===== config.mk =====
export PLATFORM = sky130hd
export DESIGN_NAME = score_display
export DESIGN_NICKNAME = d
export VERILOG_FILES = /design/src/rtl/score_disp_pkg.sv /design/src/rtl/seg7_decode.sv /design/src/rtl/score_display.sv
export SDC_FILE = /design/constraint.sdc
export NUM_CORES = 1
export LEC_CHECK = 0
export BUFFER_PORTS_ARGS = -buffer_cell sky130_fd_sc_hd__buf_2
export CAP_MARGIN = 40
export CORE_ASPECT_RATIO = 0.5
export CORE_MARGIN = 2
export CORE_UTILIZATION = 45
export DETAILED_ROUTE_END_ITERATION = 8
export SLEW_MARGIN = 20
export SYNTH_ARGS = -nofsm -noshare
export SYNTH_HDL_FRONTEND = slang
export SYNTH_HIERARCHICAL = 1
export SYNTH_SLANG_ARGS = --single-unit

===== constraint.sdc =====
create_clock -name clk -period 3.84 [get_ports clk]
set_input_delay 0.768 -clock clk [delete_from_list [all_inputs] [get_ports clk]]
set_output_delay 0.768 -clock clk [all_outputs]
set_load 0.01 [all_outputs]

===== src/rtl/score_disp_pkg.sv =====
// Shared types and constants for the score display: FSM states,
// 7-segment patterns and the double-dabble nibble adjust.
package score_disp_pkg;

    localparam int SCORE_W = 7;
    localparam int DIGITS  = 3;
    localparam int BCD_W   = 4 * DIGITS;

    typedef enum logic [1:0] {
        IDLE,
        CONV_CURR,
        CONV_HIGH,
        UPDATE
    } state_t;

    // Segment patterns {g,f,e,d,c,b,a}, active-high
    localparam logic [6:0] SEG_0     = 7'h3F;
    localparam logic [6:0] SEG_1     = 7'h06;
    localparam logic [6:0] SEG_2     = 7'h5B;
    localparam logic [6:0] SEG_3     = 7'h4F;
    localparam logic [6:0] SEG_4     = 7'h66;
    localparam logic [6:0] SEG_5     = 7'h6D;
    localparam logic [6:0] SEG_6     = 7'h7D;
    localparam logic [6:0] SEG_7     = 7'h07;
    localparam logic [6:0] SEG_8     = 7'h7F;
    localparam logic [6:0] SEG_9     = 7'h6F;
    localparam logic [6:0] SEG_BLANK = 7'h00;

    // Double-dabble pre-shift step: every BCD nibble >= 5 gets +3
    function automatic logic [BCD_W-1:0] dd_adjust(input logic [BCD_W-1:0] bcd);
        logic [BCD_W-1:0] res;
        res = bcd;
        for (int i = 0; i < DIGITS; i++) begin
            if (bcd[4*i +: 4] >= 4'd5)
                res[4*i +: 4] = bcd[4*i +: 4] + 4'd3;
        end
        return res;
    endfunction

endpackage


===== src/rtl/seg7_decode.sv =====
// One BCD digit to a 7-segment pattern, with a forced-blank input
// used for leading-zero suppression.
module seg7_decode
    import score_disp_pkg::*;
(
    input  logic [3:0] bcd,
    input  logic       blank,
    output logic [6:0] seg
);

    // Pure decode; out-of-range nibbles show nothing
    always_comb begin
        seg = SEG_BLANK;
        if (!blank) begin
            case (bcd)
                4'd0:    seg = SEG_0;
                4'd1:    seg = SEG_1;
                4'd2:    seg = SEG_2;
                4'd3:    seg = SEG_3;
                4'd4:    seg = SEG_4;
                4'd5:    seg = SEG_5;
                4'd6:    seg = SEG_6;
                4'd7:    seg = SEG_7;
                4'd8:    seg = SEG_8;
                4'd9:    seg = SEG_9;
                default: seg = SEG_BLANK;
            endcase
        end
    end

endmodule


===== src/rtl/score_display.sv =====
// Score display: one serial double-dabble converter shared between the
// current and high scores, digit registers, 7-segment decode, and a
// latched game-over flag that blinks the current-score digits.
module score_display
    import score_disp_pkg::*;
#(
    parameter int unsigned BLINK_CYCLES  = 25_000_000,
    parameter bit          BLANK_LEADING = 1'b1
) (
    input  logic               clk,
    input  logic               rst,
    input  logic [SCORE_W-1:0] currScore,
    input  logic [SCORE_W-1:0] highScore,
    input  logic               isGameComplete,
    output logic [6:0]         curr_ss2,
    output logic [6:0]         curr_ss1,
    output logic [6:0]         curr_ss0,
    output logic [6:0]         high_ss2,
    output logic [6:0]         high_ss1,
    output logic [6:0]         high_ss0,
    output logic               busy,
    output logic               done,
    output logic               game_over
);

    localparam int BLINK_W = (BLINK_CYCLES > 1) ? $clog2(BLINK_CYCLES) : 1;
    localparam logic [BLINK_W-1:0] BLINK_LAST = BLINK_W'(BLINK_CYCLES - 1);

    state_t               state_reg;
    logic [SCORE_W-1:0]   snap_curr_reg, snap_high_reg;
    logic [SCORE_W-1:0]   bin_reg;
    logic [BCD_W-1:0]     bcd_reg, hold_reg;
    logic [2:0]           cnt_reg;
    logic [BCD_W-1:0]     curr_dig_reg, high_dig_reg;
    logic                 done_reg;
    logic                 game_over_reg, game_over_next;
    logic [BLINK_W-1:0]   blink_cnt_reg;
    logic                 phase_on_reg;

    logic                       inputs_changed;
    logic [BCD_W+SCORE_W-1:0]   dd_shift;
    logic [DIGITS-1:0]          curr_blank, high_blank;
    logic [6:0]                 curr_seg [DIGITS];
    logic [6:0]                 high_seg [DIGITS];

    assign inputs_changed = {currScore, highScore} != {snap_curr_reg, snap_high_reg};
    // One double-dabble step: adjust nibbles, then shift {bcd,bin} left
    assign dd_shift = {dd_adjust(bcd_reg), bin_reg} << 1;

    // Conversion FSM: snapshot, 7 shifts current, 7 shifts high, publish
    always_ff @(posedge clk or posedge rst) begin
        if (rst) begin
            state_reg     <= IDLE;
            snap_curr_reg <= '0;
            snap_high_reg <= '0;
            bin_reg       <= '0;
            bcd_reg       <= '0;
            hold_reg      <= '0;
            cnt_reg       <= '0;
            curr_dig_reg  <= '0;
            high_dig_reg  <= '0;
            done_reg      <= 1'b0;
        end else begin
            done_reg <= 1'b0;
            case (state_reg)
                IDLE: begin
                    if (inputs_changed) begin
                        snap_curr_reg <= currScore;
                        snap_high_reg <= highScore;
                        bin_reg       <= currScore;
                        bcd_reg       <= '0;
                        cnt_reg       <= '0;
                        state_reg     <= CONV_CURR;
                    end
                end
                CONV_CURR: begin
                    if (cnt_reg == 3'd6) begin
                        hold_reg  <= dd_shift[BCD_W+SCORE_W-1:SCORE_W];
                        bin_reg   <= snap_high_reg;
                        bcd_reg   <= '0;
                        cnt_reg   <= '0;
                        state_reg <= CONV_HIGH;
                    end else begin
                        bcd_reg <= dd_shift[BCD_W+SCORE_W-1:SCORE_W];
                        bin_reg <= dd_shift[SCORE_W-1:0];
                        cnt_reg <= cnt_reg + 3'd1;
                    end
                end
                CONV_HIGH: begin
                    bcd_reg <= dd_shift[BCD_W+SCORE_W-1:SCORE_W];
                    bin_reg <= dd_shift[SCORE_W-1:0];
                    if (cnt_reg == 3'd6) begin
                        cnt_reg   <= '0;
                        state_reg <= UPDATE;
                    end else begin
                        cnt_reg <= cnt_reg + 3'd1;
                    end
                end
                UPDATE: begin
                    curr_dig_reg <= hold_reg;
                    high_dig_reg <= bcd_reg;
                    done_reg     <= 1'b1;
                    state_reg    <= IDLE;
                end
                default: state_reg <= IDLE;
            endcase
        end
    end

    // Game over is set by the tracker and cleared once a nonzero score is taken
    always_comb begin
        game_over_next = game_over_reg;
        if (state_reg == IDLE && inputs_changed && currScore != '0)
            game_over_next = 1'b0;
        if (isGameComplete)
            game_over_next = 1'b1;
    end

    // Game-over flag register
    always_ff @(posedge clk or posedge rst) begin
        if (rst)
            game_over_reg <= 1'b0;
        else
            game_over_reg <= game_over_next;
    end

    // Blink timer: restarts in the on phase whenever game over begins or ends
    always_ff @(posedge clk or posedge rst) begin
        if (rst) begin
            blink_cnt_reg <= '0;
            phase_on_reg  <= 1'b1;
        end else if (!game_over_reg || !game_over_next) begin
            blink_cnt_reg <= '0;
            phase_on_reg  <= 1'b1;
        end else if (blink_cnt_reg == BLINK_LAST) begin
            blink_cnt_reg <= '0;
            phase_on_reg  <= ~phase_on_reg;
        end else begin
            blink_cnt_reg <= blink_cnt_reg + 1'b1;
        end
    end

    // Leading-zero suppression: hundreds if zero, tens if both upper digits zero
    always_comb begin
        curr_blank    = '0;
        high_blank    = '0;
        curr_blank[2] = BLANK_LEADING && (curr_dig_reg[11:8] == 4'd0);
        curr_blank[1] = curr_blank[2] && (curr_dig_reg[7:4] == 4'd0);
        high_blank[2] = BLANK_LEADING && (high_dig_reg[11:8] == 4'd0);
        high_blank[1] = high_blank[2] && (high_dig_reg[7:4] == 4'd0);
    end

    genvar gi;
    generate
        for (gi = 0; gi < DIGITS; gi++) begin : g_digit
            seg7_decode u_curr (
                .bcd   (curr_dig_reg[4*gi +: 4]),
                .blank (curr_blank[gi]),
                .seg   (curr_seg[gi])
            );
            seg7_decode u_high (
                .bcd   (high_dig_reg[4*gi +: 4]),
                .blank (high_blank[gi]),
                .seg   (high_seg[gi])
            );
        end
    endgenerate

    assign curr_ss2  = phase_on_reg ? curr_seg[2] : SEG_BLANK;
    assign curr_ss1  = phase_on_reg ? curr_seg[1] : SEG_BLANK;
    assign curr_ss0  = phase_on_reg ? curr_seg[0] : SEG_BLANK;
    assign high_ss2  = high_seg[2];
    assign high_ss1  = high_seg[1];
    assign high_ss0  = high_seg[0];
    assign busy      = (state_reg != IDLE);
    assign done      = done_reg;
    assign game_over = game_over_reg;

endmodule

### Yosys cells after proc, flatten, opt, wreduce, memory -nomap -nowiden

Memory sizes are Yosys's and may differ from the RTL's.
Index checks and enable logic that the tools add are counted.

| storage, ports and cells | value |
|---|---|
| output and inout bits | 45 |
| memories kept | 6 |
| bits in read-only memories | 672 |
| register bits | 102 |

| operators by class | value |
|---|---|
| muxes and demuxes | 30 |
| equality and inequality tests | 9 |
| reduce and logical (&&, ||, !) cells | 23 |
| $add $sub $neg | 5 |
| order comparisons | 3 |
| bitwise logic cells | 1 |

Memory list:

| name | words | bits a word | rd ports | clocked after Yosys merged registers in | wr ports | RTL line | source |
|---|---|---|---|---|---|---|---|
| (name not given) | 16 | 7 | 1 | 0 | 0 | seg7_decode.sv:15 | `case (bcd)` |
| (name not given) | 16 | 7 | 1 | 0 | 0 | seg7_decode.sv:15 |  |
| (name not given) | 16 | 7 | 1 | 0 | 0 | seg7_decode.sv:15 |  |
| (name not given) | 16 | 7 | 1 | 0 | 0 | seg7_decode.sv:15 |  |
| (name not given) | 16 | 7 | 1 | 0 | 0 | seg7_decode.sv:15 |  |
| (name not given) | 16 | 7 | 1 | 0 | 0 | seg7_decode.sv:15 |  |

Operators by type and width:

| cell | number |
|---|---|
| 7-bit two-way mux | 9 |
| 25-bit two-way mux | 2 |
| 12-bit case mux with 3 select lines | 1 |
| 25-bit by 1-bit adder with 25-bit output (second input constant) | 1 |
| 25-bit == test (second input constant) | 1 |
| 12-bit two-way mux | 2 |
| 7-bit case mux with 3 select lines | 1 |
| 4-bit logical NOT | 4 |
| 14-bit inequality test | 1 |
| 4-bit by 3-bit >= comparator with 1-bit output (second input constant) | 3 |
| 3-bit two-way mux | 3 |
| 4-bit by 2-bit adder with 4-bit output (second input constant) | 2 |
| 4-bit two-way mux | 2 |
| 2-bit case mux with 4 select lines | 1 |
| 2-bit AND reduction | 4 |
| 7-bit nonzero test | 1 |
| 2-bit two-way mux | 3 |
| 2-bit inequality test (second input constant) | 3 |
| 3-bit case mux with 2 select lines | 1 |
| 2-bit nonzero test | 3 |
| 1-bit two-way mux | 5 |
| 2-bit == test (second input constant) | 2 |
| 1-bit logical AND | 4 |
| 3-bit by 1-bit adder with 3-bit output (second input constant) | 1 |
| other kinds (10) | 11 |

### Logic depth before layout (Yosys ltp)

| depth | value |
|---|---|
| depth after elaboration | 8 |
| gate-level depth with buffers | 8 |
| depth with buffers taken out | 7 |

### Modules after synthesis

Netlist, hierarchy kept.

Modules (own cells, without submodules):

| module | times used | cells an instance | seq. area each (um2) | area an instance (um2) |
|---|---|---|---|---|
| score_display | 1 | 491 | 2553.7 | 5096.1 |
| seg7_decode | 6 | 31 | 0.0 | 230.2 |

### Worst setup path after synthesis

OpenSTA, ideal clock, no wires.

| timing | value |
|---|---|
| path type | register -> output |
| start | reg curr_dig_reg[9] |
| end | out curr_ss1[0] |
| stages on the path, launching flop included | 7 |
| data arrival time | 1.962 ns |
| setup slack | 1.110 ns |
| buffers on the path | 0 |
| required time | 3.072 ns |
| path through | dfrtp_1 -> nor4_1 -> and2_1 -> or2_1 -> a21o_1 -> o31ai_1 -> and2_1 |

RTL lines:

| what | RTL line | source |
|---|---|---|
| start: declaration | score_display.sv:34 | `logic [BCD_W-1:0] curr_dig_reg, high_dig_reg;` |
| start signal: assignment | score_display.sv:100 | `curr_dig_reg <= hold_reg;` |
| end: declaration | score_display.sv:16 | `output logic [6:0] curr_ss1,` |

==> summary.txt <==
Outcome - finished clean
DRT iter0 DRCs - 242
Synth Warn # - 6
Post-synthesis simple-gate area fraction - 21.5%
DRT antenna net count - 0
Worst-path clk slew - 0.07 ns
Worst vdd ir - 0.335 mV
Final HPWL DP - 8970 µm
Syn Std Cell Area - 6480 µm²
Multi-input gate area in the final layout - 3680 µm²
CP startpoint kind - register
Mux contribution to synthesized area - 7.71%
Final worst path period share - 78.4%
CTS Buf Count - 9
# clock sinks - 102
Tot GR Track Use - 17.2%
Worst Hold Class - register to register
Htree depth - 3
Delay-heaviest family, CP - simple AND/OR/NAND/NOR gates
Chip height - 88.8 µm
R2r worst-path depth - 6
I/O Buffers - 61
Main combinational cell family by area after synthesis - simple AND/OR/NAND/NOR gates
P_leak - 3.25 nW
NumNets Final - 805
Unrepaired setup endpoints after global routing - false
Slowest stage delay, CP - 0.48 ns
Final wirelength - 12,300 µm
Compound-cell area share of the yosys netlist - 12.2%
WHS Path Cells - 2
Boundary Pins - 62
Initial antenna violation count - 0
Synth Area in XOR/XNOR - 6.36%
Fin. max-slew vios - 0
CP arrival - 2.24 ns
Die area - 15,400 µm²
Most frequent cell after synthesis - dfrtp_1
First-pass GRT wire length - 21,700 µm
Final hold viol count - 0
Fill cells - 1,332
CORE AREA - 13,800 µm²
Top_reg_cell synth - dfrtp_1
Register area share after synthesis - 39.4%
Area contributors post-synth - dfrtp_1 (39%), ha_1 (8.1%), mux2_2 (6.8%), xnor2_1 (5.8%), nor2_1 (3.1%)
EDFF count, synth - 0
Layout cell share with drive strength beyond 1 - 18.4%
CTS tree - yes
Vias in the first global route - 4,505
Layout Skew - 0.0106 ns
Synth cell types - 51
Maxcap violations - 0
Most used cell, CP - and2_1
Required @ worst endpoint - 3.07 ns
WP depth - 8
Crit path max-delay cell type - dfrtp_1
Routed length per instance - 13.0 µm
Initial Util - 46.9%
Post-synth top area cell - dfrtp_1
Finish-stage setup viols - 0
Max reg flops - 25
CP bufs+invs - 2
Vias per cell - 5.00
Minimum clock period - 3.01 ns
Slew margin rel. - 48.4%
# DRC - 0
Worst-Margin Slew - 0.771 ns
Maximum clock frequency - 332 MHz
Hold Slack - 0.473 ns
Setup Total Neg Slack - 0 ns
Post-Syn Instances - 677
Share of the synthesized area in the top cell type - 39.0%
Crit Path Class - register to primary output
Power Dens Cells - 619 nW/µm²
Ys async rst share - 100%
Routability Congestion - 0.784
Post-CTS Repair Setup Buffers - 0
Routed via count - 4,712
Hold_buf cts - 0
Avg Inst Size Synth - 9.57 µm²
Top cells by count, synth - dfrtp_1 (101), nor2_1 (53), nand2_1 (51)
Register Area - 2550 µm²
Max Buffers Root-to-Sink - 2
Root Buffer - clkbuf_16
Synthesis-stage register bit count - 102
PostCTS Resize Cnt - 0
Die width - 174 µm
N_diodes - 0
DR pass1 iterations - 4
Largest net degree at the start of global routing - 56
Post-synthesis adder-cell area fraction - 8.11%
Area delta synth->final - 12.4%
GRT overflow - 0
Critical path cell sequence - nor4_1, buf_4, and2_1, or2_1, a21o_1, o31ai_1, and2_1, buf_2
Crit end category - primary output
Clk_lat worst skew - 0.34 ns
Rows - 30
Worst-path fanout max - 9
[cells in the final DEF (no fill, tap or decap), drive strengths merged, types with 14 or more instances in the layout]
master / instances
dfrtp: 101
buf: 70
nor2: 53
nand2: 51
xnor2: 43
ha: 42
mux2: 39
o21ai: 37
inv: 36
nand2b: 36
o22ai: 26
and2: 25
a21oi: 24
or2: 18
conb: 16
nor2b: 15
o31ai: 14
[report_power, final]
part | leakage (nW) | switching [mW] | internal [mW] | total [mW]
sequential | 1.35 | 0.272 | 1.33 | 1.60
combinational | 1.76 | 1.08 | 0.958 | 2.03
clock | 0.139 | 0.388 | 0.478 | 0.865
[cell families after synthesis]
kind of cell	after synthesis
AOI/OAI and AO/OA	121
buffers and inverters	62
DFF	102
and+or+nand+nor	257
other	1
adders and majority gates	42
xor gates and xnor gates	47
muxes	45
[worst reg2reg max path, stage by stage, from the launching register on]
cell	delay, ns
dfrtp_1	0.41
inv_1	0.11
ha_1	0.46
nand3_1	0.28
nor4_2	0.60
nor2_1	0.16
mux2_2	0.30
[path summary, 6_finish.rpt]
check,end,from,slack [ns]
setup / recovery,curr_ss1[0],curr_dig_reg[9],0.83
hold / removal,hold_reg[2],hold_reg[2],0.47
setup reg to reg,state_reg[1],state_reg[0],1.40
hold reg to reg,hold_reg[2],hold_reg[2],0.47
max in group asynchronous,phase_on_reg,rst,2.44
min in group asynchronous,bcd_reg[1],rst,0.53
[per-stage QoR]
| stage | utilization, % | area [µm²] | instances | setup WS, ns | total power, mW |
|---|---|---|---|---|---|
| after floorplan | - | 6530 | 692 | 0.398 | 3.17 |
| after global placement | 50.4 | 6960 | 925 | 0.985 | 3.62 |
| after detailed placement | 50.6 | 6990 | 927 | 0.946 | 3.68 |
| after CTS | 52.7 | 7280 | 943 | 0.811 | 4.56 |
| after global routing | 52.7 | 7280 | 943 | 0.640 | 4.90 |
| final | 52.7 | 7280 | 943 | 0.831 | 4.50 |
[cell type report]
| class | count | area share [%] |
|---|---|---|
| inverters | 35 | 1.84 |
| clock buffers | 12 | 3.52 |
| multi-input cells | 528 | 50.5 |
| repair buffers | 70 | 5.33 |
| flip-flops and latches | 102 | 35.1 |
| well taps | 192 | 3.30 |
| clock inverters | 4 | 0.412 |
[per-layer routing]
metal | vias up | wire [µm] | global-route usage [%]
met5 | - | 0 | 0
met4 | 0 | 61 | 2.98
met3 | 4 | 463 | 3.95
met2 | 69 | 5370 | 28.4
met1 | 2204 | 6380 | 23.8
li1 | 2435 | - | -
(Power assumes the default switching activity.)
